[config.mk]
export PLATFORM = sky130hd
export DESIGN_NAME = netdma_slot_alloc_flat
export DESIGN_NICKNAME = d
export VERILOG_FILES = /design/src/rtl/netdma_slot_alloc_pkg.sv /design/src/rtl/netdma_slot_alloc_if.sv /design/src/rtl/netdma_decoder.sv /design/src/rtl/netdma_slot_alloc_rr_find_free.sv /design/src/rtl/netdma_slot_alloc.sv /design/src/flat_wrapper.sv
export SDC_FILE = /design/constraint.sdc
export NUM_CORES = 1
export LEC_CHECK = 0
export ABC_CLOCK_PERIOD_IN_PS = 4100
export BUFFER_PORTS_ARGS = -buffer_cell sky130_fd_sc_hd__buf_2
export CAP_MARGIN = 20
export CORE_MARGIN = 1
export CORE_UTILIZATION = 55
export CTS_BUF_LIST = sky130_fd_sc_hd__clkbuf_8
export DETAILED_ROUTE_END_ITERATION = 6
export GPL_TIMING_DRIVEN = 1
export HOLD_SLACK_MARGIN = 0.12
export MAX_ROUTING_LAYER = met4
export PLACE_DENSITY = 0.89
export SETUP_SLACK_MARGIN = 0.5
export SYNTH_ARGS = -nofsm -noshare
export SYNTH_HDL_FRONTEND = slang
export SYNTH_SLANG_ARGS = --single-unit
[constraint.sdc]
create_clock -name clk_i -period 4.1 [get_ports clk_i]
set_input_delay 0.41 -clock clk_i [delete_from_list [all_inputs] [get_ports clk_i]]
set_output_delay 0.41 -clock clk_i [all_outputs]
set_load 0.005 [all_outputs]
[src/rtl/netdma_slot_alloc_pkg.sv]
// Shared constants and helpers for the netdma descriptor slot allocator.
// Slot count is always a power of two, derived from the index width.
package netdma_slot_alloc_pkg;

    localparam int unsigned DEFAULT_RANGE = 32'd4;

    function automatic int unsigned slots_f(input int unsigned range);
        return 32'd1 << range;
    endfunction

endpackage

[src/rtl/netdma_slot_alloc_if.sv]
// Allocation offer/ack and release handshake between the slot allocator (master)
// and the descriptor writer / completion path (slave).
interface netdma_slot_alloc_if #(
    parameter int unsigned RANGE = 32'd4
) ();

    logic             alloc_valid;
    logic [RANGE-1:0] alloc_idx;
    logic             alloc_ack;
    logic             rel_valid;
    logic [RANGE-1:0] rel_idx;

    modport master (
        output alloc_valid,
        output alloc_idx,
        input  alloc_ack,
        input  rel_valid,
        input  rel_idx
    );

    modport slave (
        input  alloc_valid,
        input  alloc_idx,
        output alloc_ack,
        output rel_valid,
        output rel_idx
    );

endinterface

[src/rtl/netdma_decoder.sv]
// Binary index to one-hot slot enable decoder.
module netdma_decoder #(
    parameter int unsigned RANGE = 32'd4
) (
    input  logic [RANGE-1:0]        idx_i,
    output logic [(1<<RANGE)-1:0]   onehot_o
);

    // Single set bit at the indexed position
    always_comb begin
        onehot_o        = '0;
        onehot_o[idx_i] = 1'b1;
    end

endmodule

[src/rtl/netdma_slot_alloc_rr_find_free.sv]
// Circular first-free search: lowest free slot at or after start, wrapping around.
module netdma_slot_alloc_rr_find_free
    import netdma_slot_alloc_pkg::*;
#(
    parameter int unsigned RANGE = DEFAULT_RANGE
) (
    input  logic [(1<<RANGE)-1:0] mask_i,
    input  logic [RANGE-1:0]      start_i,
    output logic [RANGE-1:0]      idx_o,
    output logic                  found_o
);

    localparam int unsigned N = slots_f(RANGE);

    logic [2*N-1:0]   free_dbl_s;
    logic [N-1:0]     win_s;
    logic [RANGE-1:0] off_s;

    // Doubling the free map turns the circular scan into a plain shift plus priority encode
    always_comb begin
        free_dbl_s = {~mask_i, ~mask_i};
        win_s      = N'(free_dbl_s >> start_i);
        off_s      = '0;
        for (int k = N - 1; k >= 0; k--) begin
            if (win_s[k]) begin
                off_s = RANGE'(k);
            end else begin
                off_s = off_s;
            end
        end
        idx_o   = start_i + off_s;
        found_o = |win_s;
    end

endmodule

[src/rtl/netdma_slot_alloc.sv]
// Round-robin allocator for 2**RANGE netdma descriptor slots with release tracking.
// Every output is registered; the offer for the next cycle is computed from next-state busy.
module netdma_slot_alloc
    import netdma_slot_alloc_pkg::*;
#(
    parameter int unsigned RANGE = DEFAULT_RANGE
) (
    input  logic                   clk_i,
    input  logic                   rst_n_i,
    netdma_slot_alloc_if.master    bus_if,
    output logic [(1<<RANGE)-1:0]  busy_o,
    output logic [RANGE:0]         used_cnt_o,
    output logic                   full_o,
    output logic                   empty_o,
    output logic                   err_rel_o
);

    localparam int unsigned N = slots_f(RANGE);

    typedef logic [RANGE-1:0] slot_idx_t;
    typedef logic [N-1:0]     slot_mask_t;
    typedef logic [RANGE:0]   slot_cnt_t;

    slot_mask_t busy_q, busy_d;
    slot_idx_t  ptr_q, ptr_d;
    slot_cnt_t  cnt_q, cnt_d;
    logic       offer_vld_q;
    slot_idx_t  offer_idx_q;
    logic       full_q;
    logic       empty_q;
    logic       err_q;

    logic       acc_s;
    logic       rel_ok_s;
    logic       rel_err_s;
    slot_mask_t oh_alloc_s;
    slot_mask_t oh_rel_s;
    slot_mask_t set_mask_s;
    slot_mask_t clr_mask_s;
    slot_idx_t  ff_idx_s;
    logic       ff_found_s;

    netdma_decoder #(.RANGE(RANGE)) u_dec_alloc (
        .idx_i    (offer_idx_q),
        .onehot_o (oh_alloc_s)
    );

    netdma_decoder #(.RANGE(RANGE)) u_dec_rel (
        .idx_i    (bus_if.rel_idx),
        .onehot_o (oh_rel_s)
    );

    netdma_slot_alloc_rr_find_free #(.RANGE(RANGE)) u_find_free (
        .mask_i  (busy_d),
        .start_i (ptr_d),
        .idx_o   (ff_idx_s),
        .found_o (ff_found_s)
    );

    // Next-state for busy map, round-robin pointer and occupancy count
    always_comb begin
        acc_s     = bus_if.alloc_ack & offer_vld_q;
        rel_ok_s  = bus_if.rel_valid & busy_q[bus_if.rel_idx];
        rel_err_s = bus_if.rel_valid & ~busy_q[bus_if.rel_idx];

        if (acc_s) begin
            set_mask_s = oh_alloc_s;
            ptr_d      = offer_idx_q + RANGE'(1);
        end else begin
            set_mask_s = '0;
            ptr_d      = ptr_q;
        end

        // A rejected release never touches the map or the count
        if (rel_ok_s) begin
            clr_mask_s = oh_rel_s;
        end else begin
            clr_mask_s = '0;
        end

        busy_d = (busy_q | set_mask_s) & ~clr_mask_s;
        cnt_d  = cnt_q + {{RANGE{1'b0}}, acc_s} - {{RANGE{1'b0}}, rel_ok_s};
    end

    // State and registered outputs
    always_ff @(posedge clk_i or negedge rst_n_i) begin
        if (!rst_n_i) begin
            busy_q      <= '0;
            ptr_q       <= '0;
            cnt_q       <= '0;
            offer_vld_q <= 1'b0;
            offer_idx_q <= '0;
            full_q      <= 1'b0;
            empty_q     <= 1'b1;
            err_q       <= 1'b0;
        end else begin
            busy_q      <= busy_d;
            ptr_q       <= ptr_d;
            cnt_q       <= cnt_d;
            offer_vld_q <= ff_found_s;
            offer_idx_q <= ff_idx_s;
            full_q      <= (cnt_d == slot_cnt_t'(N));
            empty_q     <= (cnt_d == slot_cnt_t'(0));
            err_q       <= rel_err_s;
        end
    end

    assign bus_if.alloc_valid = offer_vld_q;
    assign bus_if.alloc_idx   = offer_idx_q;
    assign busy_o             = busy_q;
    assign used_cnt_o         = cnt_q;
    assign full_o             = full_q;
    assign empty_o            = empty_q;
    assign err_rel_o          = err_q;

endmodule
[src/flat_wrapper.sv]
// flat-port wrapper written by rule: the top's interface ports become plain ports
module netdma_slot_alloc_flat import netdma_slot_alloc_pkg::*;
#(
    parameter int unsigned RANGE = DEFAULT_RANGE
)
  (clk_i, rst_n_i, busy_o, used_cnt_o, full_o, empty_o, err_rel_o, bus_if_alloc_valid, bus_if_alloc_idx, bus_if_alloc_ack, bus_if_rel_valid, bus_if_rel_idx);
  netdma_slot_alloc_if #(.RANGE(RANGE)) bus_if_i ();
  input  logic clk_i;
  input  logic rst_n_i;
  output logic [(1<<RANGE)-1:0] busy_o;
  output logic [RANGE:0] used_cnt_o;
  output logic full_o;
  output logic empty_o;
  output logic err_rel_o;
  output wire logic [$bits(bus_if_i.alloc_valid)-1:0] bus_if_alloc_valid;
  output wire logic [$bits(bus_if_i.alloc_idx)-1:0] bus_if_alloc_idx;
  input wire logic [$bits(bus_if_i.alloc_ack)-1:0] bus_if_alloc_ack;
  input wire logic [$bits(bus_if_i.rel_valid)-1:0] bus_if_rel_valid;
  input wire logic [$bits(bus_if_i.rel_idx)-1:0] bus_if_rel_idx;
  assign bus_if_alloc_valid = bus_if_i.alloc_valid;
  assign bus_if_alloc_idx = bus_if_i.alloc_idx;
  assign bus_if_i.alloc_ack = bus_if_alloc_ack;
  assign bus_if_i.rel_valid = bus_if_rel_valid;
  assign bus_if_i.rel_idx = bus_if_rel_idx;
  netdma_slot_alloc #(.RANGE(RANGE)) u_core (.clk_i(clk_i), .rst_n_i(rst_n_i), .bus_if(bus_if_i), .busy_o(busy_o), .used_cnt_o(used_cnt_o), .full_o(full_o), .empty_o(empty_o), .err_rel_o(err_rel_o));
endmodule
# After elaboration in Yosys (flattened, before gate mapping)
# Index checks and enable logic that the tools add are counted.
# W data, S select, Z words.
[classes]
addsub = 4
magnitude_cmp = 4
n_eq_ne = 1
shift = 1
muxes = 25
bitwise_logic = 8
reduce_logical = 4
[ops]
columns = ["op", "n"]
rows = [
  ["$mux W4", 17],
  ["$mux W16", 2],
  ["$not A16 Y16", 2],
  ["$shr A32 B4 Y16", 1],
  ["$and A16 B16 Y16", 1],
  ["$or A16 B16 Y16", 1],
  ["$reduce_or A16 Y1", 1],
  ["$lt A4 B5 Y1 const B", 2],
  ["$demux W1 S4", 2],
  ["$ge A4 B1 Y1 const B", 2],
  ["$add A5 B1 Y5", 1],
  ["$eq A5 B5 Y1 const B", 1],
  ["$logic_not A5 Y1", 1],
  ["$sub A5 B1 Y5", 1],
  ["$add A4 B1 Y4 const B", 1],
  ["$add A4 B4 Y4", 1],
  ["$bmux W1 S4", 1],
  ["$and A1 B1 Y1", 3],
  ["$mux W1", 3],
  ["$logic_and A1 B1 Y1", 2],
  ["$not A1 Y1", 1],
]
[word_totals]
regBits = 33
in_bits = 8
out_inout_bits = 29
wordCells = 55

# Logic depth before layout (Yosys ltp)
# Gate-level depths: netlist (run 1).
[depth]
ltp_word = 26
ltp_mapped = 20
mapped_depth_nobuf = 17

# Modules after synthesis
# A second synthesis (run 1) with hierarchy kept.
[hier_totals]
hier_cells = 372
area_unflattened_um2 = 3791.1
[by_module_without_submodules]
columns = ["module", "n_inst", "cells_each", "area_per_inst_um2", "seq_area_each_um2"]
rows = [
  ["netdma_slot_alloc", 1, 191, 1956.9, 827.0],
  ["netdma_slot_alloc_rr_find_free", 1, 141, 1331.3, 0.0],
  ["netdma_decoder (u_core.u_dec_alloc)", 1, 20, 276.5, 0.0],
  ["netdma_decoder (u_core.u_dec_rel)", 1, 20, 226.5, 0.0],
]

# Worst setup path before layout (run 1)
# OpenSTA, ideal clock, no wires.
[synth_timing]
kind = "reg2reg"
from = "reg u_core.offer_idx_q[0], in the netlist u_core.bus_if.alloc_idx[0]"
to = "reg u_core.offer_idx_q[3], in the netlist u_core.bus_if.alloc_idx[3]"
setup_ns = 0.125
arrival_time_ns = 3.800
required_time_ns = 3.975
slack_ns = 0.176
path_stages_with_launch = 20
n_path_buf = 3
synth_period_minus_slack_ns = 3.924
path_cell_list = "dfrtp_1 -> inv_1 -> ha_1 -> and3_1 -> buf_6 -> or2_1 -> buf_6 -> buf_6 -> o32ai_1 -> mux2i_1 -> mux2i_1 -> mux2i_1 -> a311o_1 -> a21o_1 -> a21oi_1 -> ha_1 -> a21o_1 -> a21oi_1 -> xor2_1 -> xnor2_1"
[synth_via]
elab_cells_between_ends = 29
classes_between = "add/sub: 2; order compare: 2; shift: 1; mux: 20; bitwise: 3; reduce/logical: 1"
[synth_rtl]
columns = ["element", "line", "source"]
rows = [
  ["start: declaration", "netdma_slot_alloc.sv:28", "slot_idx_t offer_idx_q;"],
  ["start signal: assignment", "netdma_slot_alloc.sv:101", "offer_idx_q <= ff_idx_s;"],
  ["$add A4 B1 Y4 *", "netdma_slot_alloc.sv:68", "ptr_d = offer_idx_q + RANGE'(1);"],
  ["$mux W4 *", "netdma_slot_alloc.sv:66", "if (acc_s) begin"],
  ["via u_core.ptr_d[1]", "netdma_slot_alloc.sv:25", "slot_idx_t ptr_q, ptr_d;"],
  ["$shr A32 B4 Y16", "netdma_slot_alloc_rr_find_free.sv:22", "win_s = N'(free_dbl_s >> start_i);"],
  ["$mux W4 (16 in a row)", "netdma_slot_alloc_rr_find_free.sv:25", "if (win_s[k]) begin"],
  ["$add A4 B4 Y4 *", "netdma_slot_alloc_rr_find_free.sv:31", "idx_o = start_i + off_s;"],
  ["via u_core.ff_idx_s[3]", "netdma_slot_alloc.sv:40", "slot_idx_t ff_idx_s;"],
]
# Mark *: on every way through the listed nets, which the timed path passes. The rest lies on a longest branch.

# Final worst setup path (run 1)
[layout_timing]
from = "reg u_core.offer_idx_q[1], in the netlist u_core.bus_if.alloc_idx[1]"
to = "reg u_core.offer_idx_q[3], in the netlist u_core.bus_if.alloc_idx[3]"
[layout_via]
elab_chain_len = 26
elab_cells_between_ends = 29
classes_between = "add/sub: 2; order compare: 2; shift: 1; mux: 20; bitwise: 3; reduce/logical: 1"
[layout_lines]
columns = ["element", "line", "source"]
rows = [
  ["$lt A4 B5 Y1 (not written as such) / $ge A4 B1 Y1 (equally long branches)", "netdma_decoder.sv:12", "onehot_o[idx_i] = 1'b1;"],
  ["$logic_and A1 B1 Y1 (not written as such)", "netdma_decoder.sv:12", ""],
  ["$mux W1 (not written as such)", "netdma_decoder.sv:12", ""],
  ["$demux W1 S4", "netdma_decoder.sv:12", ""],
  ["$mux W16", "netdma_slot_alloc.sv:66", ""],
  ["$or A16 B16 Y16", "netdma_slot_alloc.sv:81", "busy_d = (busy_q | set_mask_s) & ~clr_mask_s;"],
  ["$and A16 B16 Y16", "netdma_slot_alloc.sv:81", ""],
  ["$not A16 Y16", "netdma_slot_alloc_rr_find_free.sv:21", "free_dbl_s = {~mask_i, ~mask_i};"],
  ["$shr A32 B4 Y16", "netdma_slot_alloc_rr_find_free.sv:22", ""],
  ["$mux W4 (16 in a row)", "netdma_slot_alloc_rr_find_free.sv:25", ""],
  ["$add A4 B4 Y4 *", "netdma_slot_alloc_rr_find_free.sv:31", ""],
  ["via u_core.ff_idx_s[3]", "netdma_slot_alloc.sv:40", ""],
]
# Marks and branches as above.

==> results of run 1 <==
[state kept, by name, indices dropped and copies added (netlist names)]
name	flops
u_core.bus_if.alloc_idx	4
u_core.busy_o	16
u_core.ptr_q	4
u_core.full_o	1
u_core.used_cnt_o	5
u_core.empty_o	1
u_core.err_rel_o	1
u_core.bus_if.alloc_valid	1
[worst min-delay path by stage]
stage	start	end	slack, ns	cells past startpoint
after CTS	rst_n_i	u_core.used_cnt_o[3]$_DFF_PN0_	0.19	1
final	rst_n_i	u_core.used_cnt_o[0]$_DFF_PN0_	0.16	1
after global placement	rst_n_i	u_core.used_cnt_o[1]$_DFF_PN0_	0.48	1
after global routing	rst_n_i	u_core.used_cnt_o[0]$_DFF_PN0_	0.20	1
after floorplan	rst_n_i	u_core.bus_if.alloc_idx[0]$_DFF_PN0_	0.11	0
after detailed placement	rst_n_i	u_core.used_cnt_o[3]$_DFF_PN0_	0.51	1
[logic make-up (layout without fill, tap and decap cells)]
group | Yosys count | after routing | share of synthesized area, %
buf+inv | 36 | 106 | 5.567
simple gates | 103 | 103 | 17.84
flops | 33 | 33 | 27.88
compound gates | 79 | 79 | 20.12
xor+xnor | 9 | 9 | 2.657
other cells | 0 | 1 | 0
fa+ha+maj | 14 | 14 | 6.411
mux | 48 | 48 | 19.53
[Yosys cell counts (2+ instances only)]
master / number
a31oi_1: 6
clkbuf_1: 9
nand2_1: 9
buf_6: 3
nand2b_1: 2
fa_1: 2
mux2_2: 5
nor2_1: 42
a21oi_1: 19
o21ai_1: 2
mux2i_1: 34
and3b_1: 2
inv_1: 17
a21o_1: 5
ha_1: 12
o32ai_1: 12
or2_1: 2
and3_1: 5
nand3b_1: 11
o21ai_0: 3
mux4_2: 5
nand3_1: 13
o32ai_2: 3
nor3_1: 3
buf_2: 6
nor2b_1: 6
dfrtp_1: 32
mux2i_4: 2
or3b_2: 5
o22ai_1: 16
xnor2_1: 8
[layer usage]
metal	track usage, %	share of wire [%]
met5	-	0
met2	69.64	41
met3	23.28	15
met1	46.52	32
met4	30.86	11
[what timing repair did]
action                                  4_1_cts  5_1_grt
gates resized for setup                      73       40
pin swaps                                    26       21
cloned                                        1        0
hold endpoints to repair                      0        0
endpoints found under the setup margin        4        7
setup buffers                                14       10
[through the flow]
stage                     TNS, ns  setup WS, ns  hold slack (ns)
final                     -0.7208       -0.3373           0.1604
after CTS                       0        0.1821           0.1893
after detailed placement  -0.3876       -0.1821           0.5068
after global routing       -1.167       -0.5082           0.2007
after global placement    -0.1214      -0.07495           0.4816
after floorplan                 0        0.2211           0.1144
[area by class of cell]
class	count	area share, %
Antenna cell	1	0.05879
Clock buffer	5	1.617
Clock inverter	3	1.088
Inverter	17	1.499
Multi-Input combinational cell	253	60.32
Sequential cell	33	19.61
Tap cell	70	2.058
Timing Repair Buffer	81	13.76
==> impl_metrics.ini, run 1 <==
[layout]
fin_cells = 463
nets = 413
seq_area_um2 = 834.6
area_delta_synth_final_pct = 43.48
multiInputGateArea_um2 = 2567
final_util_pct = 82.81
final_cell_mix = nor2_1, buf_4, buf_2
fillers = 220
mostFrequentLayoutCell = nor2_1
drive_gt1_share_pct = 50.51
stdcell_area_um2 = 4257

[drt]
firstDrtPassIters = 7
vias = 3615
drt-vias-per-instance = 7.808
wl_per_cell_um = 31.58
drc = 28
drt-total-wl_um = 14620
drtAntennaViolNets = 0
drt_iter0_markers = 904

[worst_setup_path]
slowest_delay_ns = 0.71
crit_required_ns = 4.35
path_cells = inv_2, ha_4, nor2b_1, a21oi_1, o32ai_4, mux2i_2, mux2i_1, a21oi_1, a21oi_1, a311o_1, a21o_1, a21oi_2, ha_1, a21o_1, a21oi_2, xor2_1, xnor2_1
crit_arrival_ns = 4.68
cp.depth = 17
cp-end-kind = flop
rr_startpoint = u_core.bus_if.alloc_idx[1]$_DFF_PN0_
critPathBufInv = 1
critical_path_class = reg2reg
cp_common_cell = a21oi_1
rr_worst_depth = 17
critPathLaunch = u_core.bus_if.alloc_idx[1]$_DFF_PN0_
startpoint_type = flop
cp_max_fo = 3
cp_top_family = compound AO/OA/AOI/OAI gates
r2r-end = u_core.bus_if.alloc_idx[3]$_DFF_PN0_
rrSetupSlack_ns = -0.34
crit_slowest_cell = a21oi_1
crit_path_end = u_core.bus_if.alloc_idx[3]$_DFF_PN0_

[sta]
maxSlewViolCount = 0
skew_ns = 0.008356
period_share_pct = 108.2
worstMarginPinSlew_ns = 0.8588
rsz0062_at_grt = yes
relSlewSlack_pct = 42.53
setup_viol = 3
hold_violations = 0
min_period_ns = 4.437
setup_slack_ns = -0.3373
clock.fmax_ghz = 0.2254

[synth]
yosys.area.top_type = dfrtp_1
avgSynthCellArea_um2 = 9.213
ys_warn_count = 0
synthArstFlopShare_pct = 100.0
synth_cells = 322
synth.area.top_cells = dfrtp_1, mux2i_1, nor2_1, ha_1, mux4_2
synth-seq-area-share_pct = 27.88
synthDominantCellAreaShare_pct = 26.99
yosys_register_bits = 33
synth_enable_flop_cells = 0
ys_types = 52
synth_ff_type = dfrtp_1
syn_nets = 344
synth_area_um2 = 2967

[status]
run_status = finished, violations left
violations = DRC, setup timing

[global_routing]
first_global_vias = 3358
grt-ovfl-total = 0
grt_pass1_wl_um = 18260
grt_antenna_before_repair = 1
grt_max_degree = 34
grt_usage_pct = 45.98

[clocking]
clkLatencyLatePin_ns = 0.33
cts-root-buf = clkbuf_8
cts_hold_buffers = 0
cts-htree-levels = 2
cts_tree = done
clock_path_buffers = 2
clk_pin_slew_ns = 0.08
clock-sinks = 33
cts_buffers = 5

[placed_design]
io_buffers = 36
place_congestion = 1.098
place_area_um2 = 3322
dp_cells = 429
dpl.hpwl_um = 6010

[floorplan]
die_h_um = 75.44
start_util_pct = 57.72
io_pins = 37
die-area_um2 = 5691
rows = 26
die_w_um = 75.44
design.core.area_um2 = 5140

[run]
drv_cap = 0

[hold_path]
hold_path.class = in2async
Power of run 1 is left out: the tool's default activity adds up to more than one toggle a clock period on the data nets, which glitch-free logic cannot reach.
==> run 2: changes to the inputs <==
- BUFFER_PORTS_ARGS: -buffer_cell sky130_fd_sc_hd__buf_2 -> -buffer_cell sky130_fd_sc_hd__buf_4
==> run 2 against run 1 <==
The run still ends with DRC, setup timing left. Final area down 4.6%. Clock skew down 0.0033 ns. Register-to-register slack better by 0.33 ns. Non-clock buffer count down 7. Wire length shrank 25%. Final cell count is 1.7% lower.
==> impl_metrics.ini, run 2 (synthesized netlist as in run 1, its figures left out) <==
[placed_design]
place_area_um2 = 3462
io_buffers = 36
dpl.hpwl_um = 6309
place_congestion = 0.9781
pre_cts_ws_ns = -0.03763

[drt]
drt-total-wl_um = 10980
drt_iter0_markers = 715
wl_per_cell_um = 24.12
drc = 10
firstDrtPassIters = 7
drt-vias-per-instance = 7.237
drtAntennaViolNets = 0
vias = 3293

[layout]
mostFrequentLayoutCell = buf_4
area_delta_synth_final_pct = 36.86
stdcell_area_um2 = 4060
largest_register_ffs = 16
final_cell_mix = buf_4, nor2_1, dfrtp_1
nets = 406
antennaDiodeCount = 0
drive_gt1_share_pct = 43.12

[floorplan]
io_pins = 37
rows = 26
start_util_pct = 57.72
design.core.area_um2 = 5140
die-area_um2 = 5691
die_h_um = 75.44
die_w_um = 75.44

[run]
drv_cap = 0

[sta]
period_share_pct = 100.2
skew_ns = 0.005024
rsz0062_at_grt = yes
clock.fmax_ghz = 0.2435
min_period_ns = 4.107
worstMarginPinSlew_ns = 0.6254
hold-worst-slack_ns = 0.4166
maxSlewViolCount = 0
hold_violations = 0
setup_slack_ns = -0.007336
relSlewSlack_pct = 58.15
setup_viol = 1

[worst_setup_path]
slowest_delay_ns = 0.52
path_cells = inv_2, buf_4, ha_1, and3_2, a31oi_2, o32ai_2, mux2i_1, mux2i_2, o21ai_2, a311oi_2, o311ai_1, a21oi_1, o41ai_2, ha_2, inv_2, fa_2, inv_2
cp_max_fo = 4
startpoint_type = flop
critical_path_class = reg2reg
crit_required_ns = 4.29
crit_slowest_cell = fa_2
cp_common_cell = inv_2
crit_arrival_ns = 4.30
cp-end-kind = flop

[clocking]
clk_pin_slew_ns = 0.07
cts_tree = done
clock-sinks = 33
clock_path_buffers = 2
cts-htree-levels = 2
cts-root-buf = clkbuf_8
cts_buffers = 5
clkLatencyLatePin_ns = 0.29

[status]
violations = DRC, setup timing
run_status = finished, violations left

[global_routing]
grt_max_degree = 34
grt_pass1_wl_um = 14680
grt_antenna_before_repair = 0
grt-ovfl-total = 0
grt_usage_pct = 36.51
first_global_vias = 2833

[hold_path]
hold_path.class = in2reg
run 2: cell types whose count changed in the layout (fill, tap and decap cells not counted), moves of 4 or more:
cell | previous run | this run
buf_4 | 39 | 70
mux2i_1 | 15 | 21
dfrtp_2 | 6 | 2
buf_2 | 35 | 0
dfrtp_1 | 26 | 30
run 2: repair_timing:
| item | CTS | global route |
|---|---|---|
| cloned | 1 | 0 |
| endpoints found under the setup margin | 3 | 6 |
| gates resized for setup | 52 | 22 |
| pin swaps | 14 | 8 |
| hold buffers | 1 | 0 |
| buffers inserted | 7 | 4 |
| hold endpoints to repair | 32 | 0 |
run 2: layout make-up:
class,count,area [um^2]
Sequential cell,33,829.5
Clock inverter,3,13.76
Inverter,17,63.81
Timing Repair Buffer,74,603.1
Fill cell,298,1080
Clock buffer,5,68.82
Tap cell,70,87.58
Multi-Input combinational cell,253,2394
run 2: routing by layer:
metal  vias to the layer above  global-route usage [%]  share of wire [%]
met5                         -                       -                  0
met1                      1576                   41.03                 34
li1                       1323                       -                  -
met4                         0                   18.11                7.0
met3                       109                   8.466                 11
met2                       285                   61.01                 47
run 2: path summary, 6_finish.rpt:
path | start | end | slack [ns] | cells after the start
min in group asynchronous | rst_n_i | u_core.used_cnt_o[1]$_DFF_PN0_ | 0.60 | 2
worst min-delay path | bus_if_rel_valid | u_core.err_rel_o$_DFF_PN0_ | 0.42 | 2
max in group asynchronous | rst_n_i | u_core.empty_o$_DFF_PN1_ | 3.18 | 2
worst max register to register | u_core.bus_if.alloc_idx[0]$_DFF_PN0_ | u_core.bus_if.alloc_idx[1]$_DFF_PN0_ | -0.007 | 17
worst min register to register | u_core.used_cnt_o[4]$_DFF_PN0_ | u_core.used_cnt_o[4]$_DFF_PN0_ | 0.65 | 2
worst max-delay path | u_core.bus_if.alloc_idx[0]$_DFF_PN0_ | u_core.bus_if.alloc_idx[1]$_DFF_PN0_ | -0.007 | 17
run 2: metrics by stage:
step / util [%] / std cells / setup TNS, ns
floorplan: - / 322 / 0
global placement: 67.36 / 434 / 0
detailed placement: 67.36 / 434 / -0.03763
CTS: 76.73 / 451 / 0
global route: 78.99 / 455 / -0.5469
finish: 78.99 / 455 / -0.007336
run 2: critical path: cells and delay by family, from the launching register on:
kind / cells / cell delay, ns
AO/OA/AOI/OAI: 7 / 1.72
adder cells (fa/ha/maj): 3 / 0.96
buffers and inverters: 4 / 0.27
flip-flops: 1 / 0.36
multiplexers: 2 / 0.45
AND/OR/NAND/NOR: 1 / 0.25
Power of run 2 is left out for the same reason.
==> run 3: changes to the inputs <==
- ABC_AREA: unset -> 1
- CORE_ASPECT_RATIO: unset -> 1.75
- PLACE_DENSITY: 0.89 -> unset
- PLACE_DENSITY_LB_ADDON: unset -> 0.2
==> run 3 against run 2 <==
The run ends with DRC left. Non-clock buffer count shrank 11. Hold slack better by 0.10 ns. Utilization shrank 1.0 points. Sequential share of layout area decreased by 0.22 points. Via count grew 7.4%. Final area rose by 0.92%. Sequential cell count did not move. Wire length fell by 5.2%. Global-route usage shrank 6.2 points. Register-to-register slack gained 0.53 ns. Critical path type unchanged. Critical endpoint unchanged. Largest cell class unchanged.
==> impl_metrics.ini, run 3 <==
[drt]
drc = 3
firstDrtPassIters = 7
wl_met2_um = 5375
wl_met3_um = 742
top_layer = met4
drt_iter0_markers = 344
vias = 3538
wl_per_cell_um = 17.86
drt-vias-per-instance = 6.069
wl_met1_um = 3536
drtAntennaViolNets = 0
drt-total-wl_um = 10410

[synth]
synth_compound_area_share_pct = 9.193
synth_cells = 468
synthArstFlopShare_pct = 100.0
synth_top_family_by_area = simple AND/OR/NAND/NOR gates
synth_adder_area_share_pct = 6.294
synth-seq-area-share_pct = 27.37
yosys.area.top_type = dfrtp_1
muxShareOfSynthArea_pct = 0
synth_ff_type = dfrtp_1
synth_enable_flop_cells = 0
synth_area_um2 = 3022
synth-simple-area-share_pct = 43.77
avgSynthCellArea_um2 = 6.457
synth_xor_area_share_pct = 2.609
yosys_register_bits = 33
synthDominantCellAreaShare_pct = 26.50
synth.area.top_cells = dfrtp_1, nand3_1, nand2_1, inv_1, ha_1
syn_nets = 490
synthTopCellsByCount = nand2_1, nand3_1, inv_1
ys_warn_count = 0
ys_types = 33
yosysMostFrequentCell = nand2_1

[global_routing]
grt_pass1_wl_um = 13280
grt_max_degree = 34
grt_usage_pct = 30.34
grt-ovfl-total = 0
grt_antenna_before_repair = 0
first_global_vias = 3004

[pwr]
ir_drop_v = 0.0007426
p_total_mw = 4.302
pwr-share-seq_pct = 14.8
internal_power_mw = 2.067
netSwitchingFraction_pct = 51.95
p_per_area_nw_per_um2 = 1050
p_sw_mw = 2.235
p_leak_nw = 2.085
pwr-share-comb_pct = 76.2
clkPwrFrac_pct = 9.1

[sta]
relSlewSlack_pct = 70.09
worstMarginPinSlew_ns = 0.4482
hold_violations = 0
clock.fmax_ghz = 0.2793
setup_tns_ns = 0
skew_ns = 0.005717
min_period_ns = 3.580
rsz0062_at_grt = yes
setup_viol = 0
period_share_pct = 87.32
maxSlewViolCount = 0

[clocking]
clk_pin_slew_ns = 0.08
clock-sinks = 33
clock_path_buffers = 2
cts-root-buf = clkbuf_8
cts_tree = done
cts_buffers = 5
clkLatencyLatePin_ns = 0.31
cts-htree-levels = 2

[floorplan]
die_h_um = 100.1
die-area_um2 = 5806
io_pins = 37
design.core.area_um2 = 5255
start_util_pct = 57.50
die_w_um = 58.03
rows = 35

[layout]
fillers = 363
final_util_pct = 77.98
nets = 549
antennaDiodeCount = 0
mostFrequentLayoutCell = nand2_1
largest_register_ffs = 16
drive_gt1_share_pct = 33.52
final_cell_mix = nand2_1, nand3_1, buf_4
area_delta_synth_final_pct = 35.61

[worst_setup_path]
critical_path_class = reg2reg
startpoint_type = flop
cp-end-kind = flop
crit_required_ns = 4.30
cp_max_fo = 5
crit_arrival_ns = 3.78

[hold_path]
hold_path.class = in2reg

[status]
run_status = finished, violations left
violations = DRC

[placed_design]
io_buffers = 36
place_congestion = 1.015
dpl.hpwl_um = 6561

[run]
drv_cap = 0
-- run 3: cell count changes in the layout (fill, tap and decap cells not counted), moves of 12 or more --
cell      delta
nand2_1    +120
nand3_1     +49
nand3_2     +47
inv_1       +40
mux2i_1     -21
o22ai_1     -16
nor2_1      -14
buf_4       -13
o21bai_2    +13
mux2i_2     -12
-- run 3: path summary, 6_finish.rpt --
kind	start	end	slack, ns	depth (start not counted)
max	u_core.bus_if.alloc_idx[1]$_DFF_PN0_	u_core.bus_if.alloc_idx[1]$_DFF_PN0_	0.52	26
min	bus_if_rel_valid	u_core.err_rel_o$_DFF_PN0_	0.52	3
max reg2reg	u_core.bus_if.alloc_idx[1]$_DFF_PN0_	u_core.bus_if.alloc_idx[1]$_DFF_PN0_	0.52	26
min reg2reg	u_core.used_cnt_o[4]$_DFF_PN0_	u_core.used_cnt_o[4]$_DFF_PN0_	0.64	2
max in group asynchronous	rst_n_i	u_core.bus_if.alloc_idx[1]$_DFF_PN0_	3.20	2
min in group asynchronous	rst_n_i	u_core.used_cnt_o[2]$_DFF_PN0_	0.57	2
-- run 3: kinds of logic (layout without fill, tap and decap cells) --
family          count (synthesis)  count (layout)
compound gates                 41              41
xor+xnor                        9               9
fa+ha+maj                      14              14
buf+inv                        78             136
flops                          33              33
simple gates                  293             295
-- run 3: power groups by stage --
stage | registers (mW) | logic, mW | clock network, mW
2_1_floorplan | 0.610 | 1.92 | 0
3_3_place_gp | 0.631 | 2.54 | 0
3_5_place_dp | 0.636 | 2.60 | 0
4_1_cts | 0.631 | 2.61 | 0.373
5_1_grt | 0.646 | 3.58 | 0.403
6_report | 0.635 | 3.28 | 0.390
-- run 3: cell type report --
class / count / area [um^2] / share of cell area, %
tap: 55 / 68.82 / 1.679
multi-input combinational: 359 / 2306 / 56.27
clock inverter: 3 / 68.82 / 1.679
timing repair buffer: 63 / 488.0 / 11.91
clock buffer: 5 / 68.82 / 1.679
timing repair inverter: 1 / 5.005 / 0.1221
inverter: 64 / 264.0 / 6.443
sequential: 33 / 828.3 / 20.21
-- run 3: per-stage QoR --
| stage | cell area [um^2] | setup WS (ns) | cells | hold slack, ns |
|---|---|---|---|---|
| floorplan | 3022 | 0.7411 | 468 | 0.1144 |
| global placement | 3306 | 0.3768 | 549 | 0.3701 |
| global route | 4098 | 0.3290 | 583 | 0.5146 |
| CTS | 3455 | 0.5151 | 558 | 0.4499 |
| detailed placement | 3306 | 0.2864 | 549 | 0.3736 |
| finish | 4098 | 0.5200 | 583 | 0.5190 |
-- run 3: critical path, stage by stage (launching register included) --
cell      delay, ns
dfrtp_2        0.44
inv_1          0.11
ha_1           0.17
nand2_1        0.20
o21bai_2       0.28
nand3_1        0.14
nand3_1        0.10
nand3_1        0.12
nand2_1        0.09
inv_1          0.06
o21ai_2        0.18
nand2_1        0.08
nand2_1        0.08
nand2_1        0.05
nand2_1        0.06
nand2_1        0.06
nand2_1        0.05
nand2_1        0.05
nand2_1        0.05
nand2_1        0.04
nand2_1        0.06
nand2_2        0.06
a21oi_2        0.12
ha_2           0.19
inv_2          0.05
fa_2           0.52
inv_1          0.05
-- run 3: metal layers --
| layer | GRT usage (%) | vias to the layer above |
|---|---|---|
| li1 | - | 1641 |
| met1 | 30.71 | 1623 |
| met2 | 52.96 | 205 |
| met3 | 4.124 | 69 |
| met4 | 19.96 | 0 |
| met5 | - | - |
-- run 3: what timing repair did --
action,CTS,global route
cloned,0,5
pin swaps,0,9
endpoints found under the hold margin,32,0
endpoints found under the setup margin,3,3
buffers inserted,0,20
gates resized for setup,1,111
hold buffers,1,0
(Power assumes the default switching activity.)
